<file path="config.mk">
export PLATFORM = sky130hd
export DESIGN_NAME = semaforo_param
export DESIGN_NICKNAME = d
export VERILOG_FILES = /design/src/rtl/semaforo_pkg.sv /design/src/rtl/semaforo_btn_sync.sv /design/src/rtl/semaforo_param.sv
export SDC_FILE = /design/constraint.sdc
export NUM_CORES = 1
export LEC_CHECK = 0
export ABC_AREA = 1
export CAP_MARGIN = 25
export CORE_UTILIZATION = 50
export DETAILED_ROUTE_END_ITERATION = 12
export PLACE_DENSITY = 0.73
export SKIP_LAST_GASP = 1
export SYNTH_ARGS = -nofsm -noshare
export SYNTH_HDL_FRONTEND = slang
export SYNTH_SLANG_ARGS = --single-unit
</file>
<file path="constraint.sdc">
create_clock -name clk -period 1.55 [get_ports clk]
set_input_delay 0.2325 -clock clk [delete_from_list [all_inputs] [get_ports clk]]
set_output_delay 0.2325 -clock clk [all_outputs]
set_load 0.02 [all_outputs]
</file>
<file path="src/rtl/semaforo_pkg.sv">
// Shared types and constants for the parametrised traffic-light controller.
package semaforo_pkg;

    localparam int unsigned LAMP_W = 3;

    // Lamp codes, {red,yellow,green}
    localparam logic [LAMP_W-1:0] LAMP_R   = 3'b100;
    localparam logic [LAMP_W-1:0] LAMP_Y   = 3'b010;
    localparam logic [LAMP_W-1:0] LAMP_G   = 3'b001;
    localparam logic [LAMP_W-1:0] LAMP_OFF = 3'b000;

    localparam logic DIR_A = 1'b0;
    localparam logic DIR_B = 1'b1;

    // One-hot controller states
    typedef enum logic [6:0] {
        S_AG    = 7'b0000001,
        S_AY    = 7'b0000010,
        S_BG    = 7'b0000100,
        S_BY    = 7'b0001000,
        S_AR    = 7'b0010000,
        S_PED   = 7'b0100000,
        S_FLASH = 7'b1000000
    } state_t;

    // Lamp driver payload
    typedef struct packed {
        logic [LAMP_W-1:0] a;
        logic [LAMP_W-1:0] b;
        logic              walk;
    } lamps_t;

    // Moore output decode; flash_on selects the lit half of the night blink
    function automatic lamps_t lamp_decode(input state_t st, input logic flash_on);
        lamp_decode = '{a: LAMP_R, b: LAMP_R, walk: 1'b0};
        unique case (st)
            S_AG:    lamp_decode.a = LAMP_G;
            S_AY:    lamp_decode.a = LAMP_Y;
            S_BG:    lamp_decode.b = LAMP_G;
            S_BY:    lamp_decode.b = LAMP_Y;
            S_AR:    lamp_decode.walk = 1'b0;
            S_PED:   lamp_decode.walk = 1'b1;
            S_FLASH: begin
                lamp_decode.a = flash_on ? LAMP_Y : LAMP_OFF;
                lamp_decode.b = flash_on ? LAMP_Y : LAMP_OFF;
            end
            default: lamp_decode = '{a: LAMP_R, b: LAMP_R, walk: 1'b0};
        endcase
    endfunction

    function automatic int unsigned max2(input int unsigned x, input int unsigned y);
        max2 = (x > y) ? x : y;
    endfunction

endpackage

</file>
<file path="src/rtl/semaforo_btn_sync.sv">
// Pedestrian button: two-flop synchroniser followed by a rising-edge detector.
module semaforo_btn_sync (
    input  logic clk,
    input  logic rst,
    input  logic bt,
    output logic bt_rise
);

    logic [2:0] sync_q;

    // Shift chain: [0],[1] synchronise, [2] holds the previous synced level
    always_ff @(posedge clk or negedge rst) begin
        if (!rst) begin
            sync_q <= 3'b000;
        end else begin
            sync_q <= {sync_q[1:0], bt};
        end
    end

    assign bt_rise = sync_q[1] & ~sync_q[2];

endmodule

</file>
<file path="src/rtl/semaforo_param.sv">
// Two-road traffic-light controller with pedestrian phase and night flashing mode.
module semaforo_param
    import semaforo_pkg::*;
#(
    parameter int unsigned CNT_W       = 4,
    parameter int unsigned T_GREEN     = 8,
    parameter int unsigned T_MIN_GREEN = 3,
    parameter int unsigned T_YELLOW    = 2,
    parameter int unsigned T_ALLRED    = 1,
    parameter int unsigned T_PED       = 5,
    parameter int unsigned T_FLASH     = 2
) (
    input  logic              clk,
    input  logic              rst,
    input  logic              bt,
    input  logic              night,
    output logic [LAMP_W-1:0] A,
    output logic [LAMP_W-1:0] B,
    output logic              walk
);

    localparam int unsigned T_MAX = max2(max2(max2(T_GREEN, T_YELLOW), max2(T_ALLRED, T_PED)),
                                         T_FLASH);

    localparam logic [CNT_W-1:0] G_LAST    = CNT_W'(T_GREEN - 1);
    localparam logic [CNT_W-1:0] MING_LAST = CNT_W'(T_MIN_GREEN - 1);
    localparam logic [CNT_W-1:0] Y_LAST    = CNT_W'(T_YELLOW - 1);
    localparam logic [CNT_W-1:0] AR_LAST   = CNT_W'(T_ALLRED - 1);
    localparam logic [CNT_W-1:0] PED_LAST  = CNT_W'(T_PED - 1);
    localparam logic [CNT_W-1:0] F_LAST    = CNT_W'(T_FLASH - 1);

    // Parameter sanity checks at elaboration
    if (T_MIN_GREEN < 1 || T_MIN_GREEN > T_GREEN) begin : g_bad_min_green
        $error("semaforo_param: T_MIN_GREEN must be in 1..T_GREEN");
    end
    if (T_GREEN < 1 || T_YELLOW < 1 || T_ALLRED < 1 || T_PED < 1 || T_FLASH < 1) begin : g_bad_dur
        $error("semaforo_param: all phase durations must be >= 1");
    end
    if ((64'(1) << CNT_W) <= 64'(T_MAX)) begin : g_bad_cnt_w
        $error("semaforo_param: CNT_W too narrow for the longest phase");
    end

    state_t             state, state_nxt;
    logic [CNT_W-1:0]   count, count_nxt;
    logic               dir, dir_nxt;
    logic               bt_req, bt_req_nxt;
    logic               flash_on, flash_on_nxt;
    logic               half_end;
    logic               green_done;
    logic               bt_rise;
    lamps_t             lamps_nxt;

    semaforo_btn_sync u_btn_sync (
        .clk     (clk),
        .rst     (rst),
        .bt      (bt),
        .bt_rise (bt_rise)
    );

    // State, counter, request and registered lamp drivers
    always_ff @(posedge clk or negedge rst) begin
        if (!rst) begin
            state    <= S_AG;
            count    <= '0;
            dir      <= DIR_A;
            bt_req   <= 1'b0;
            flash_on <= 1'b1;
            A        <= LAMP_G;
            B        <= LAMP_R;
            walk     <= 1'b0;
        end else begin
            state    <= state_nxt;
            count    <= count_nxt;
            dir      <= dir_nxt;
            bt_req   <= bt_req_nxt;
            flash_on <= flash_on_nxt;
            A        <= lamps_nxt.a;
            B        <= lamps_nxt.b;
            walk     <= lamps_nxt.walk;
        end
    end

    // Next-state, counter, request latch and output decode
    always_comb begin
        state_nxt    = state;
        dir_nxt      = dir;
        flash_on_nxt = flash_on;
        bt_req_nxt   = bt_req;
        half_end     = 1'b0;
        green_done   = (count == G_LAST) || (bt_req && (count >= MING_LAST));

        unique case (state)
            S_AG: if (green_done) state_nxt = S_AY;
            S_BG: if (green_done) state_nxt = S_BY;
            S_AY: begin
                if (count == Y_LAST) begin
                    state_nxt = S_AR;
                    dir_nxt   = DIR_B;
                end
            end
            S_BY: begin
                if (count == Y_LAST) begin
                    state_nxt = S_AR;
                    dir_nxt   = DIR_A;
                end
            end
            S_AR: begin
                if (count == AR_LAST) begin
                    if (night) begin
                        state_nxt    = S_FLASH;
                        flash_on_nxt = 1'b1;
                    end else if (bt_req) begin
                        state_nxt = S_PED;
                    end else begin
                        state_nxt = (dir == DIR_A) ? S_AG : S_BG;
                    end
                end
            end
            S_PED: begin
                if (count == PED_LAST) state_nxt = (dir == DIR_A) ? S_AG : S_BG;
            end
            S_FLASH: begin
                if (count == F_LAST) begin
                    half_end = 1'b1;
                    if (flash_on)   flash_on_nxt = 1'b0;
                    else if (night) flash_on_nxt = 1'b1;
                    else            state_nxt    = S_AR;
                end
            end
            default: state_nxt = S_AG;
        endcase

        count_nxt = ((state_nxt != state) || half_end) ? '0 : count + CNT_W'(1);

        // Requests are served by the walk phase; presses during walk or night are dropped
        if (state_nxt == S_PED && state != S_PED) begin
            bt_req_nxt = 1'b0;
        end else if (state == S_FLASH) begin
            bt_req_nxt = 1'b0;
        end else if (bt_rise && state != S_PED) begin
            bt_req_nxt = 1'b1;
        end

        lamps_nxt = lamp_decode(state_nxt, flash_on_nxt);
    end

endmodule

</file>
Word level (Yosys, flattened, before mapping)
Cells that the tools add are included.
{ "word_totals": {"reg_bits": 24, "in_bits": 4, "elab_cells": 74} }
{ "classes": {"addsub": 1, "order_cmp": 1, "eq_ne": 20, "mux": 31, "bitwise_logic": 2, "reduce_logical": 10} }
{ "ops": {"columns": ["cell", "count"], "rows": [
  ["2-to-1 mux 7 bit", 9],
  ["one-hot mux 7 bit (6 select lines)", 1],
  ["one-hot mux 3 bit (3 select lines)", 2],
  ["== test 7 x 1 -> 1 bit, second input constant", 2],
  ["== test 7 x 2 -> 1 bit, second input constant", 2],
  ["== test 7 x 3 -> 1 bit, second input constant", 2],
  ["== test 7 x 4 -> 1 bit, second input constant", 2],
  ["== test 7 x 6 -> 1 bit, second input constant", 2],
  ["== test 7 bit, second input constant", 2],
  ["2-to-1 mux 1 bit", 13],
  ["== test 4 x 3 -> 1 bit, second input constant", 2],
  ["== test 7 x 5 -> 1 bit, second input constant", 1],
  ["!= test 7 x 6 -> 1 bit, second input constant", 1],
  ["!= test 7 bit", 1],
  ["2-to-1 mux 6 bit", 1],
  ["adder 4 x 1 -> 4 bit, second input constant", 1],
  ["== test 4 x 1 -> 1 bit, second input constant", 1],
  ["greater-or-equal comparator 4 x 2 -> 1 bit, second input constant", 1],
  ["zero test 4 bit", 1],
  ["2-to-1 mux 4 bit", 1],
  ["!= test 2 bit, second input constant", 2],
  ["one-hot mux 1 bit (2 select lines)", 2],
  ["logical AND 1 bit", 3],
  ["2-to-1 mux 3 bit", 1],
  ["8 further kinds", 9]
]} }

Logic depth before layout (Yosys ltp)
{ "depth": {"word_depth": 8, "depth_mapped": 13, "ltp_nobuf": 13} }

Modules after synthesis
Synthesis repeated with hierarchy kept, for this count alone.
{ "unflattened": {"cells_unflattened": 181, "area_unflattened_um2": 1463.9} }
{ "by_module_without_submodules": {"columns": ["module", "instances", "cells_each", "area_per_inst_um2"], "rows": [
  ["semaforo_param", 1, 176, 1378.8],
  ["semaforo_btn_sync", 1, 5, 85.1]
]} }

Least setup slack after synthesis
Ideal clock, no wire load.
{ "synth_path": {"path_type": "register to register", "from": "register count[0]", "to": "register count[0]", "setup_ps": 72, "arrival_time_ps": 1477, "required_ps": 1478, "path_slack_ps": 1, "stages_incl_launch_ff": 14, "synth_period_minus_slack_ps": 1549, "path_cell_list": "dfrtp_1 -> inv_1 -> ha_1 -> nor2_1 -> nand2_1 -> nand2_1 -> nand3_1 -> nand2_1 -> nand3_1 -> nand2_1 -> nand2_1 -> nor2_2 -> nand3_2 -> nor2_1"} }
{ "synth_between": {"elab_chain_len": 8, "word_cells_on_any_way": 20, "classes_between": "add/sub: 1; order compare: 1; eq/ne: 4; mux: 10; reduce/logical: 4"} }
{ "synth_lines": {"columns": ["item", "line_no", "rtl"], "rows": [
  ["from (decl)", "semaforo_param.sv:44", "logic [CNT_W-1:0] count, count_nxt;"],
  ["from (signal assigned)", "semaforo_param.sv:73", "count <= count_nxt;"],
  ["greater-or-equal comparator 4 x 2 -> 1 bit", "semaforo_param.sv:90", "green_done = (count == G_LAST) || (bt_req && (count >= MING_LAST));"],
  ["logical AND 1 bit", "semaforo_param.sv:90", null],
  ["logical OR 1 bit", "semaforo_param.sv:90", null],
  ["2-to-1 mux 7 bit, on equally long branches", "semaforo_param.sv:94, semaforo_param.sv:93", null],
  ["one-hot mux 7 bit (6 select lines)", "semaforo_param.sv:92", "unique case (state)"],
  ["!= test 7 bit", "semaforo_param.sv:133", "count_nxt = ((state_nxt != state) || half_end) ? '0 : count + CNT_W'(1);"],
  ["logical OR 1 bit", "semaforo_param.sv:133", null],
  ["2-to-1 mux 4 bit (*)", "semaforo_param.sv:133", null],
  ["net count_nxt[0]", "semaforo_param.sv:44", null]
]} }
Mark *: on every way through the listed nets, which the timed path passes. The rest lies on a longest branch.
A chain may end at the register's enable or synchronous reset.

Worst setup path in the final report
{ "layout_path": {"from": "register state[2]", "to": "register count[0]"} }
{ "layout_between": {"elab_chain_len": 7, "word_cells_on_any_way": 21, "classes_between": "eq/ne: 8; mux: 11; reduce/logical: 2"} }
{ "layout_lines": {"columns": ["item", "line_no", "rtl"], "rows": [
  ["from (decl)", "semaforo_param.sv:43", "state_t state, state_nxt;"],
  ["from (signal assigned)", "semaforo_param.sv:72", "state <= state_nxt;"],
  ["2-to-1 mux 7 bit", "semaforo_param.sv:126", "else if (night) flash_on_nxt = 1'b1;"],
  ["2-to-1 mux 7 bit", "semaforo_param.sv:125", "if (flash_on) flash_on_nxt = 1'b0;"],
  ["2-to-1 mux 7 bit", "semaforo_param.sv:123", "if (count == F_LAST) begin"],
  ["one-hot mux 7 bit (6 select lines)", "semaforo_param.sv:92", null],
  ["!= test 7 bit", "semaforo_param.sv:133", null],
  ["logical OR 1 bit (*)", "semaforo_param.sv:133", null],
  ["2-to-1 mux 4 bit (*)", "semaforo_param.sv:133", null],
  ["net count_nxt[0]", "semaforo_param.sv:44", null]
]} }
Marks and branches as above.

==> Flow_metrics.wiki <==
{| class="wikitable"
! Metric !! Value
|-
| Register bit total from synthesis || 24
|-
| Endpoint kind of the worst setup timing path || flip-flop
|-
| Number of warnings issued by yosys || 0
|-
| Worst supply voltage drop on vdd || 1290 µV
|-
| Area of the core region || 2570 µm²
|-
| Largest stage delay, worst path || 0.44 ns
|-
| Total chip power || 3.06 mW
|-
| Setup slack after layout || -0.249 ns
|-
| Number of vias per cell after detailed routing || 5.70
|-
| Highest clock rate || 0.556 GHz
|-
| Half-perimeter wire length of the detailed placement result || 2610 µm
|-
| First-pass GRT wire length || 6090 µm
|-
| Number of unique standard cell types used by synthesis || 28
|-
| Maximum net fanout on the critical path || 4
|-
| Reg2Reg Launch Point || state[2]
|-
| Synth Area per Inst || 8.08 µm²
|-
| P per Cell Area || 1420 nW/µm²
|-
| Setup crit end || count[0]
|-
| Launching element of the worst setup path || state[2]
|-
| Post-synthesis net count || 181
|-
| Die Outline Area || 3010 µm²
|-
| Antenna violations before repair || 0
|-
| Number of cells in the design after placement || 248
|-
| Pin count of the biggest net entering global routing || 25
|-
| Register clock-pin slew on the reported worst setup and hold paths || 0.14 ns
|-
| Final setup skew || 0.00487 ns
|-
| Share of the synthesized netlist area taken by xor and xnor gates || 1.25%
|-
| Wire length reported by the detailed router || 4320 µm
|-
| Leakage power || 1.10 nW
|-
| Routed wirelength normalized by instance count || 16.4 µm
|-
| CP top delay family || simple AND/OR/NAND/NOR gates
|-
| Die outline width || 54.9 µm
|-
| Post-placement worst setup slack || -0.271 ns
|-
| Crit-path most repeated cell || nand2_1
|-
| Slew @ Worst Pin || 0.517 ns
|-
| Number of design rule violations left after detail routing || 0
|-
| Total routing resource utilization after global routing || 29.4%
|-
| Count of placed standard cells in the final layout, fillers left out || 264
|-
| Crit path DAT || 2.06 ns
|-
| R2r endpoint || count[0]
|-
| Final sum of negative setup slack || -1.60 ns
|-
| Critical path start-end classification || reg -> reg
|-
| Number of stages on the worst setup path || 13
|-
| CTS Buffer Depth || 2
|-
| Weighted congestion at the end of routability-driven global placement || 0.916
|-
| Remaining max-slew budget at the tightest pin || 65.0%
|-
| Startpoint type of the worst setup path || flip-flop
|-
| Starting density of the core || 54.4%
|-
| First-pass iteration count of the detailed router || 4
|-
| Via count || 1506
|-
| Min-delay worst type || in -> async
|-
| Setup violations, final || 11
|-
| TritonCTS clock tree || built
|-
| Global route overflow || 0
|-
| Worst skew pair latency || 0.32 ns
|-
| Clock sink count || 24
|-
| Die span in y || 54.9 µm
|-
| Cell area after synthesis || 1400 µm²
|-
| Count of pins on the block boundary || 11
|-
| Setup repair after global routing missed its margin || yes
|-
| Share of cells above drive strength 1 || 56.8%
|-
| Series of cell instances along the critical path || buf_4, nand2_1, nor2_2, nand2_2, nand2_1, nor2_1, nand2_1, nand2_1, nand2_1, nand2_1, nor2_2, nand3_2, nor2_1
|-
| Max-capacitance violation count || 0
|-
| Crit path required time || 1.81 ns
|-
| Total clock buffers created by CTS || 3
|-
| Slowest library cell on the worst path || dfrtp_1
|-
| Cell count after synthesis || 173
|-
| Final critical-path share of the clock period || 116%
|-
| Crit path buf inv count || 1
|-
| Main combinational cell family by area after synthesis || simple AND/OR/NAND/NOR gates
|-
| Part of the Yosys area used for sequential elements || 43.3%
|-
| Max-slew violations || 0
|-
| Buffers added on ports || 10
|-
| ANT nets after route || 0
|-
| Run status || complete, but fails checks
|-
| Total Nets Final || 243
|-
| Count of inserted antenna diode cells || 0
|-
| Cells on worst reg2reg path || 13
|-
| Post-Synth Adder-Cell Area || 3.58%
|-
| Slack of the worst reg-to-reg path || -0.25 ns
|-
| Area growth syn-to-layout || 54.3%
|-
| Total number of H-tree levels || 1
|-
| Num rows || 18
|-
| Post-Route Utilization || 84.0%
|-
| DR iter-0 viols || 45
|-
| Final hold violation count || 0
|-
| Via count of the first global-routing pass || 1391
|-
| Minimum clock period after layout || 1.80 ns
|-
| Simple-gate share of the synthesized area || 40.8%
|-
| Mux cell area share after synthesis || 0%
|-
| Clock root buffer || clkbuf_4
|-
| Filler cell count || 132
|-
| Complex-gate fraction of the synthesized area || 5.64%
|-
| Violated checks || setup timing
|}
kinds of logic after synthesis:
group | after synthesis
AND/OR/NAND/NOR | 112
flip-flops | 24
buffers and inverters | 20
AO/OA/AOI/OAI | 11
adder cells (fa/ha/maj) | 4
XOR/XNOR | 2
cells in the final DEF, fill, tap and decap left out, types with 6 or more instances in the layout:
master	n
buf_4	46
clkdlybuf4s50_1	8
dfrtp_1	16
inv_1	11
inv_2	8
nand2_1	33
nand2_2	17
nand2_4	6
nand3_1	10
nand3_2	11
nor2_1	8
nor2_2	9
nor2_4	7
layer usage:
metal  up-vias  part of all wire [%]  GRT usage [%]
li1        683                     -              -
met1       757                    42           37.6
met2        53                    51           49.6
met3        13                   5.2           4.17
met4         0                   2.4           10.7
met5         -                     0              0
power by group:
group,internal (mW),leakage [nW],switching [mW]
combinational,0.761,0.779,1.06
clock,0.144,0.0210,0.198
sequential,0.791,0.296,0.108
per-stage QoR:
stage | hold slack, ns | instance area, µm²
4_1_cts | 0.264 | 1990
5_1_grt | 0.304 | 2160
3_5_place_dp | 0.338 | 1800
6_report | 0.278 | 2160
2_1_floorplan | -0.0631 | 1400
3_3_place_gp | 0.335 | 1800
worst reg2reg max path, delay by kind of cell, from the launching register on:
kind | cells | cell delay (ns)
buffers and inverters | 1 | 0.17
and+or+nand+nor | 12 | 1.14
DFF | 1 | 0.44
sequential cells by signal, indices dropped and copies added (netlist names):
name / flops
state: 7
count: 4
A: 3
B: 3
u_btn_sync.sync_q: 3
bt_req: 1
dir: 1
flash_on: 1
walk: 1
how the worst min path moves through the flow:
stage	start	end	slack, ns	depth (start not counted)
floorplan	rst	A[1]	-0.06	0
global placement	u_btn_sync.sync_q[0]	u_btn_sync.sync_q[1]	0.33	0
detailed placement	u_btn_sync.sync_q[0]	u_btn_sync.sync_q[1]	0.34	0
CTS	rst	state[2]	0.26	2
global route	rst	state[2]	0.30	2
finish	rst	state[2]	0.28	2
synthesized netlist by cell type, drive strengths merged:
master	instances	area [µm²]
a211oi	1	7.51
a21oi	2	10.0
dfrtp	20	500
dfstp	4	105
ha	4	50.1
inv	20	75.1
nand2	56	245
nand3	22	120
nand4	3	18.8
nor2	25	150
nor3	3	15.0
o211ai	1	12.5
o21ai	3	15.0
o21bai	1	7.51
o221ai	1	8.76
o311ai	2	17.5
or2	2	12.5
or3b	1	8.76
xnor2	1	8.76
xor2	1	8.76
layout make-up:
class                      count  area [µm²]  area share (%)
clock buffer                   4        36.3            1.68
inverter                      20        77.6            3.60
multi-input combinational    129         940            43.6
sequential                    24         611            28.3
tap                           30        37.5            1.74
timing repair buffer          57         454            21.1
timing repair:
item,4_1_cts,5_1_grt
resized for setup,35,33
setup endpoints to repair,14,12
pin swaps,17,23
hold buffers,0,0
setup buffers,7,6
No activity file was read; power rests on OpenSTA's default activity.
